`src/rtl/alu_seq_pkg.sv`:
```
// alu_seq_pkg: shared op/select encodings, FSM states and capture kinds
// for the ALU op sequencer.
package alu_seq_pkg;

  // Macro-operation encodings carried on req_op (5..7 are illegal)
  localparam logic [2:0] OP_CMP   = 3'd0;
  localparam logic [2:0] OP_ADD   = 3'd1;
  localparam logic [2:0] OP_MUL   = 3'd2;
  localparam logic [2:0] OP_DIV   = 3'd3;
  localparam logic [2:0] OP_LOGIC = 3'd4;

  // ALU select codes
  localparam logic [3:0] SEL_CMP    = 4'd0;
  localparam logic [3:0] SEL_NOR    = 4'd1;
  localparam logic [3:0] SEL_DIV    = 4'd2;
  localparam logic [3:0] SEL_OR     = 4'd3;
  localparam logic [3:0] SEL_MUL    = 4'd4;
  localparam logic [3:0] SEL_NAND   = 4'd5;
  localparam logic [3:0] SEL_SUM1   = 4'd6;
  localparam logic [3:0] SEL_AND    = 4'd7;
  localparam logic [3:0] SEL_CARRY0 = 4'd8;
  localparam logic [3:0] SEL_NOT4   = 4'd9;
  localparam logic [3:0] SEL_SUM0   = 4'd10;
  localparam logic [3:0] SEL_NOT3   = 4'd11;
  localparam logic [3:0] SEL_XNOR   = 4'd12;
  localparam logic [3:0] SEL_NOT2   = 4'd13;
  localparam logic [3:0] SEL_XOR    = 4'd14;
  localparam logic [3:0] SEL_NOT1   = 4'd15;

  typedef enum logic [1:0] {
    ST_IDLE,
    ST_STEP,
    ST_RESP
  } state_e;

  // Which ALU output bits are captured at the end of a step
  typedef enum logic [2:0] {
    CAP_NONE,
    CAP_CMP,
    CAP_SUM0,
    CAP_SUM1C1,
    CAP_MUL,
    CAP_DIV,
    CAP_LGC
  } cap_e;

  // True when fn selects one of the ten logic functions
  function automatic logic fnLegal(input logic [3:0] fn);
    case (fn)
      SEL_AND, SEL_NAND, SEL_OR, SEL_NOR, SEL_NOT1,
      SEL_NOT2, SEL_NOT3, SEL_NOT4, SEL_XOR, SEL_XNOR: return 1'b1;
      default: return 1'b0;
    endcase
  endfunction

  // Bit position of a logic function inside the alu_lgc bus
  function automatic logic [3:0] lgcIndex(input logic [3:0] fn);
    case (fn)
      SEL_AND:  return 4'd0;
      SEL_NAND: return 4'd1;
      SEL_OR:   return 4'd2;
      SEL_NOR:  return 4'd3;
      SEL_NOT1: return 4'd4;
      SEL_NOT2: return 4'd5;
      SEL_NOT3: return 4'd6;
      SEL_NOT4: return 4'd7;
      SEL_XOR:  return 4'd8;
      SEL_XNOR: return 4'd9;
      default:  return 4'd0;
    endcase
  endfunction

endpackage

```
`src/rtl/alu_seq_step_rom.sv`:
```
// alu_seq_step_rom: maps (op, fn, step index) to the ALU select code,
// the capture kind for that step, a last-step flag and an illegal flag.
module alu_seq_step_rom
  import alu_seq_pkg::*;
(
  input  logic [2:0] i_op,
  input  logic [3:0] i_fn,
  input  logic [1:0] i_step,
  output logic [3:0] o_sel,
  output cap_e       o_cap,
  output logic       o_last,
  output logic       o_illegal
);

  // Step table lookup; ADD is the only three-step operation
  always_comb begin
    o_sel     = SEL_CMP;
    o_cap     = CAP_NONE;
    o_last    = 1'b1;
    o_illegal = 1'b0;
    case (i_op)
      OP_CMP: begin
        o_sel = SEL_CMP;
        o_cap = CAP_CMP;
      end
      OP_ADD: begin
        case (i_step)
          2'd0: begin
            o_sel  = SEL_SUM0;
            o_cap  = CAP_SUM0;
            o_last = 1'b0;
          end
          2'd1: begin
            o_sel  = SEL_CARRY0;
            o_cap  = CAP_NONE;
            o_last = 1'b0;
          end
          default: begin
            o_sel = SEL_SUM1;
            o_cap = CAP_SUM1C1;
          end
        endcase
      end
      OP_MUL: begin
        o_sel = SEL_MUL;
        o_cap = CAP_MUL;
      end
      OP_DIV: begin
        o_sel = SEL_DIV;
        o_cap = CAP_DIV;
      end
      OP_LOGIC: begin
        if (fnLegal(i_fn)) begin
          o_sel = i_fn;
          o_cap = CAP_LGC;
        end else begin
          o_illegal = 1'b1;
        end
      end
      default: o_illegal = 1'b1;
    endcase
  end

endmodule

```
`src/rtl/alu_op_sequencer.sv`:
```
// alu_op_sequencer: accepts one macro-op per request handshake, steps the
// 2-bit ALU select through the op's sub-steps, and returns a packed 4-bit
// result on a valid/ready response channel.
// Optional handshake statistics counters: define ALU_SEQ_STATS_EN.
module alu_op_sequencer
  import alu_seq_pkg::*;
#(
  parameter int unsigned SETTLE_CYC = 1
) (
  input  logic        i_clk,
  input  logic        i_rst_n,
  input  logic        i_req_valid,
  output logic        o_req_ready,
  input  logic [2:0]  i_req_op,
  input  logic [3:0]  i_req_fn,
  input  logic        i_req_sub,
  input  logic [1:0]  i_req_a,
  input  logic [1:0]  i_req_b,
  output logic        o_rsp_valid,
  input  logic        i_rsp_ready,
  output logic [3:0]  o_rsp_data,
  output logic        o_rsp_err,
  output logic [1:0]  o_alu_a,
  output logic [1:0]  o_alu_b,
  output logic [3:0]  o_alu_sel,
  output logic        o_alu_key,
  input  logic [9:0]  i_alu_lgc,
  input  logic [2:0]  i_alu_cmp,
  input  logic [1:0]  i_alu_s,
  input  logic [1:0]  i_alu_c,
  input  logic [3:0]  i_alu_m,
`ifdef ALU_SEQ_STATS_EN
  input  logic [1:0]  i_alu_d,
  output logic [15:0] o_stat_ops,
  output logic [7:0]  o_stat_errs
`else
  input  logic [1:0]  i_alu_d
`endif
);

  localparam logic [2:0] SETTLE_LAST = 3'(SETTLE_CYC);

  state_e     r_state;
  state_e     w_nextState;
  logic [2:0] r_op;
  logic [3:0] r_fn;
  logic       r_sub;
  logic [1:0] r_a;
  logic [1:0] r_b;
  logic [1:0] r_step;
  logic [2:0] r_settle;
  logic [3:0] r_result;
  logic       r_err;

  logic       w_accept;
  logic       w_stepDone;
  logic [2:0] w_romOp;
  logic [3:0] w_romFn;
  logic [1:0] w_romStep;
  logic [3:0] w_romSel;
  cap_e       w_romCap;
  logic       w_romLast;
  logic       w_romIllegal;
  logic [3:0] w_captured;
  logic       w_unused;

  // carry bit 0 is internal to the ALU add chain and never reported
  assign w_unused = i_alu_c[0];

  // In IDLE the ROM screens the incoming request; otherwise it walks the held op
  assign w_romOp   = (r_state == ST_IDLE) ? i_req_op : r_op;
  assign w_romFn   = (r_state == ST_IDLE) ? i_req_fn : r_fn;
  assign w_romStep = (r_state == ST_IDLE) ? 2'd0 : r_step;

  alu_seq_step_rom u_rom (
    .i_op      (w_romOp),
    .i_fn      (w_romFn),
    .i_step    (w_romStep),
    .o_sel     (w_romSel),
    .o_cap     (w_romCap),
    .o_last    (w_romLast),
    .o_illegal (w_romIllegal)
  );

  // FSM state register
  always_ff @(posedge i_clk) begin
    if (!i_rst_n) r_state <= ST_IDLE;
    else          r_state <= w_nextState;
  end

  // Next-state and handshake/ALU drive; ALU pins sit at zero outside STEP
  always_comb begin
    w_nextState = r_state;
    w_accept    = 1'b0;
    w_stepDone  = 1'b0;
    o_req_ready = 1'b0;
    o_rsp_valid = 1'b0;
    o_alu_a     = 2'd0;
    o_alu_b     = 2'd0;
    o_alu_sel   = 4'd0;
    o_alu_key   = 1'b0;
    case (r_state)
      ST_IDLE: begin
        o_req_ready = 1'b1;
        if (i_req_valid) begin
          w_accept    = 1'b1;
          w_nextState = w_romIllegal ? ST_RESP : ST_STEP;
        end
      end
      ST_STEP: begin
        o_alu_a    = r_a;
        o_alu_b    = r_b;
        o_alu_key  = (r_op == OP_ADD) && r_sub;
        o_alu_sel  = w_romSel;
        w_stepDone = (r_settle == SETTLE_LAST);
        if (w_stepDone && w_romLast) w_nextState = ST_RESP;
      end
      ST_RESP: begin
        o_rsp_valid = 1'b1;
        if (i_rsp_ready) w_nextState = ST_IDLE;
      end
      default: w_nextState = ST_IDLE;
    endcase
  end

  // Merge only the ALU bits owned by the current step into the result
  always_comb begin
    w_captured = r_result;
    case (w_romCap)
      CAP_CMP:    w_captured = {1'b0, i_alu_cmp};
      CAP_SUM0:   w_captured = {r_result[3:1], i_alu_s[0]};
      CAP_SUM1C1: w_captured = {1'b0, i_alu_c[1], i_alu_s[1], r_result[0]};
      CAP_MUL:    w_captured = i_alu_m;
      CAP_DIV:    w_captured = {2'b00, i_alu_d};
      CAP_LGC:    w_captured = {3'b000, i_alu_lgc[lgcIndex(r_fn)]};
      default:    w_captured = r_result;
    endcase
  end

  // Operand capture, settle/step counting and result accumulation
  always_ff @(posedge i_clk) begin
    if (!i_rst_n) begin
      r_op     <= 3'd0;
      r_fn     <= 4'd0;
      r_sub    <= 1'b0;
      r_a      <= 2'd0;
      r_b      <= 2'd0;
      r_step   <= 2'd0;
      r_settle <= 3'd0;
      r_result <= 4'd0;
      r_err    <= 1'b0;
    end else if (w_accept) begin
      r_op     <= i_req_op;
      r_fn     <= i_req_fn;
      r_sub    <= i_req_sub;
      r_a      <= i_req_a;
      r_b      <= i_req_b;
      r_step   <= 2'd0;
      r_settle <= 3'd0;
      r_result <= 4'd0;
      r_err    <= w_romIllegal;
    end else if (r_state == ST_STEP) begin
      if (w_stepDone) begin
        r_settle <= 3'd0;
        r_step   <= r_step + 2'd1;
        r_result <= w_captured;
      end else begin
        r_settle <= r_settle + 3'd1;
      end
    end
  end

  assign o_rsp_data = r_result;
  assign o_rsp_err  = r_err;

`ifdef ALU_SEQ_STATS_EN
  logic [15:0] r_statOps;
  logic [7:0]  r_statErrs;

  // Saturating counts of completed responses and of error responses
  always_ff @(posedge i_clk) begin
    if (!i_rst_n) begin
      r_statOps  <= 16'd0;
      r_statErrs <= 8'd0;
    end else if (o_rsp_valid && i_rsp_ready) begin
      if (r_statOps != 16'hFFFF) r_statOps <= r_statOps + 16'd1;
      if (r_err && (r_statErrs != 8'hFF)) r_statErrs <= r_statErrs + 8'd1;
    end
  end

  assign o_stat_ops  = r_statOps;
  assign o_stat_errs = r_statErrs;
`endif

endmodule
```
`config.mk`:
```
export PLATFORM = sky130hd
export DESIGN_NAME = alu_op_sequencer
export DESIGN_NICKNAME = d
export VERILOG_FILES = /design/src/rtl/alu_seq_pkg.sv /design/src/rtl/alu_seq_step_rom.sv /design/src/rtl/alu_op_sequencer.sv
export SDC_FILE = /design/constraint.sdc
export NUM_CORES = 1
export LEC_CHECK = 0
export CAP_MARGIN = 10
export CORE_ASPECT_RATIO = 0.6
export CORE_MARGIN = 5
export CORE_UTILIZATION = 28
export CTS_BUF_LIST = sky130_fd_sc_hd__clkbuf_4 sky130_fd_sc_hd__clkbuf_8 sky130_fd_sc_hd__clkbuf_16
export DETAILED_ROUTE_END_ITERATION = 7
export PLACE_DENSITY = 0.59
export REMOVE_ABC_BUFFERS = 1
export SYNTH_ARGS = -nofsm -noshare
export SYNTH_HDL_FRONTEND = slang
export SYNTH_SLANG_ARGS = --single-unit
export TNS_END_PERCENT = 30
```
`constraint.sdc`:
```
create_clock -name i_clk -period 2.8 [get_ports i_clk]
set_input_delay 0.56 -clock i_clk [delete_from_list [all_inputs] [get_ports i_clk]]
set_output_delay 0.56 -clock i_clk [all_outputs]
set_load 0.1 [all_outputs]
```
==> impl_metrics.yaml <==
yosys:
  syn_area_um2: 1670
  synth-edff-count: 0
  synth-seq-cells: 28
  yosysWarnings: 0
  async_flop_share: 0
  synth-seq-area-share: 0.336
  syn-instance-count: 210
  synthFlopType: "dfxtp_1"
  yosys.cell_types.count: 49
  synth.avg_cell_area_um2: 7.95
timing:
  fmax_mhz: 334
  hold_viol: 0
  slew_viol_final: 0
  setup_ws_ns: -0.195
  rsz0062_at_grt: "yes"
  skew_ns: 0.00372
  tns_ns: -0.375
  worst_pin_slew_ns: 0.569
  setup_viol: 3
  finalCritPeriodShare: 1.07
  relSlewSlack: 0.619
  whs_ns: 0.470
  period_needed_ns: 2.99
power_and_ir_drop:
  p_per_area_nw_per_um2: 475
  p_leak_nw: 1.09
  ir_worst_vdd_uv: 233
  combinationalPowerShare: 0.458
  p_int_mw: 0.831
  swShare: 0.361
  p_clk_frac: 0.197
  power_switching_mw: 0.468
  power_frac_seq: 0.344
clocking:
  cts_buffers: 3
  numClockSinks: 28
  cts_tree: "done"
  path_clk_slew_ns: 0.09
  cts_hold_buf: 0
  worstSkewPairLatency_ns: 0.28
  htreeDepth: 1
  cts_buffer_depth: 2
  cts-root-buf: "clkbuf_8"
drt:
  routed_via_density: 4.78
  ant_nets: 0
  vias: 1794
  avgRoutedWirePerCell_um: 14.1
  drc: 0
  firstDrtPassIters: 4
  drt_iter0_markers: 130
  routed_wl_mm: 5.30
floorplan:
  die_height_um: 69.8
  io_pins: 55
  dieArea_um2: 7660
  core_area_um2: 5680
  die_x_um: 110
  rows: 21
  start_util: 0.294
run:
  cap_viol_max_count: 0
worst_setup_path:
  crit_type: "in -> out"
  worstSetupEndpointType: "output port"
  cp-start-kind: "input port"
  reg2reg_to: "o_rsp_data[0]$_SDFFE_PP0P_"
  r2r_slack_ns: 0.41
  cp_max_fo: 4
  crit_end: "o_alu_sel[3]"
  crit_arrival_ns: 2.43
  worstSetupStartpoint: "i_req_op[2]"
  cp_num_cells: 10
  rr_startpoint: "r_state[0]$_SDFFE_PN0P_"
  crit_chain: "dlygate4sd2_1, buf_4, nor4b_4, a31oi_1, or2_4, nor2_2, a31oi_1, nor4b_2, buf_4, buf_12"
  crit_buf_inv: 4
  worstPathRequired_ns: 2.24
  cpMaxStageDelayCell: "nor4b_2"
  critPathMaxStageDelay_ns: 0.36
  crit_family: "simple AND/OR/NAND/NOR gates"
  reg2regPathDepth: 12
layout:
  fin_util: 0.482
  nNetsFinal: 337
  stdcell_count: 375
  antenna-diode-count: 0
  area_delta_synth_final_pct: 63.9
  drive_gt1_frac: 0.271
worst_hold_path:
  hold_class: "reg -> reg"
global_route:
  grt_start_max_net_pins: 16
  grt_usage: 0.142
  grt.overflow.total: 0
  grt_pass1_vias: 1771
  grt_pass1_wl_mm: 8.69
  antenna_found_initial: 0
placed_design:
  gp_congestion: 0.868
  post-place-ws_ns: -0.518
  placed_cells: 360
  port_buffers: 53
  hpwlAfterDp_mm: 4.02
status:
  outcome: "finished, violations left"
  violations: "setup timing"
==> Yosys cell counts (2+ instances only) <==
library cell / n / share of area
nand2_1: 41 / 0.092
dfxtp_1: 28 / 0.34
nor2_1: 19 / 0.043
a21boi_0: 12 / 0.054
a21oi_1: 11 / 0.033
and2_1: 8 / 0.030
inv_1: 7 / 0.016
o21ai_0: 6 / 0.018
clkbuf_1: 5 / 0.011
mux2i_1: 5 / 0.030
nor3_1: 5 / 0.015
a211oi_1: 4 / 0.018
nand2b_1: 4 / 0.015
nand3_1: 4 / 0.012
a31oi_1: 3 / 0.011
and3_1: 3 / 0.011
nor2b_1: 3 / 0.011
nor3b_1: 3 / 0.013
nor4_1: 3 / 0.011
o22ai_1: 3 / 0.011
ha_1: 2 / 0.015
mux4_2: 2 / 0.027
nor4b_1: 2 / 0.010
xnor2_1: 2 / 0.010
==> repair_timing <==
item,CTS,global route
buffers inserted,11,0
pin swaps,5,5
cloned,0,0
endpoints found under the hold margin,0,0
resized for setup,19,5
endpoints found under the setup margin,4,3
==> kinds of logic after synthesis <==
logic type               count (synthesis)  synth area share
AO/OA/AOI/OAI                           51             0.225
multiplexers                             8            0.0637
flip-flops                              28             0.336
buffers and inverters                   15            0.0412
AND/OR/NAND/NOR                        103             0.304
adder cells (fa/ha/maj)                  2            0.0150
XOR/XNOR                                 3            0.0157
==> cells in the final DEF, fill, tap and decap left out, types with 2 or more instances in the layout <==
| master | n |
|---|---|
| a211oi_1 | 4 |
| a21boi_0 | 12 |
| a21oi_1 | 8 |
| a21oi_2 | 4 |
| a31oi_1 | 3 |
| and2_1 | 8 |
| and3_1 | 3 |
| buf_12 | 10 |
| buf_4 | 39 |
| buf_6 | 3 |
| clkbuf_8 | 4 |
| clkdlybuf4s50_1 | 34 |
| dfxtp_1 | 26 |
| dfxtp_4 | 2 |
| dlygate4sd2_1 | 2 |
| ha_1 | 2 |
| inv_1 | 6 |
| mux2i_1 | 5 |
| mux4_2 | 2 |
| nand2_1 | 41 |
| nand2b_1 | 4 |
| nand3_1 | 4 |
| nor2_1 | 17 |
| nor2_2 | 2 |
| nor2b_1 | 3 |
| nor3_1 | 5 |
| nor3b_1 | 3 |
| nor4_1 | 2 |
| o21ai_0 | 6 |
| o22ai_1 | 3 |
| or2_4 | 2 |
| xnor2_1 | 2 |
==> worst reg2reg max path: stages (launching register included) <==
cell	delay [ns]
dfxtp_4	0.36
or2_4	0.26
buf_6	0.12
buf_4	0.15
a31oi_1	0.24
buf_4	0.15
buf_4	0.09
buf_4	0.09
buf_4	0.11
nor3_1	0.08
o221a_2	0.27
a211oi_1	0.25
o22ai_1	0.11
==> how the worst min path moves through the flow <==
stage	start	to	slack (ns)	cells past startpoint
after floorplan	r_a[0]$_SDFFE_PN0P_	r_a[0]$_SDFFE_PN0P_	0.44	2
after global placement	r_a[1]$_SDFFE_PN0P_	r_a[1]$_SDFFE_PN0P_	0.45	2
after detailed placement	r_b[0]$_SDFFE_PN0P_	r_b[0]$_SDFFE_PN0P_	0.46	2
after CTS	r_b[0]$_SDFFE_PN0P_	r_b[0]$_SDFFE_PN0P_	0.47	2
after global routing	r_a[0]$_SDFFE_PN0P_	r_a[0]$_SDFFE_PN0P_	0.50	2
final	r_b[1]$_SDFFE_PN0P_	r_b[1]$_SDFFE_PN0P_	0.47	2
==> layout make-up <==
type / count / area [µm²]
Tap cell: 80 / 100
Inverter: 7 / 26.3
Sequential cell: 28 / 568
Clock buffer: 4 / 55.1
Fill cell: 574 / 2940
Multi-Input combinational cell: 167 / 1090
Timing Repair Buffer: 89 / 895
==> per-layer routing <==
layer,global-route usage,wire length (µm)
met1,0.215,2650
met2,0.204,2190
met3,0.0381,458
met4,0.0138,8
met5,0,0
==> power groups by stage <==
stage                     clock network (mW)  registers, mW  logic, mW
after floorplan                            0          0.466      0.290
after global placement                     0          0.458      0.524
after detailed placement                   0          0.458      0.525
after CTS                              0.266          0.447      0.582
after global routing                   0.283          0.452      0.639
final                                  0.256          0.447      0.595
==> stage by stage <==
step	power, mW	cell area (µm²)
2_1_floorplan	0.756	1630
3_3_place_gp	0.983	2530
3_5_place_dp	0.983	2530
4_1_cts	1.29	2720
5_1_grt	1.37	2740
6_report	1.30	2740
No activity file was read; power rests on OpenSTA's default activity.
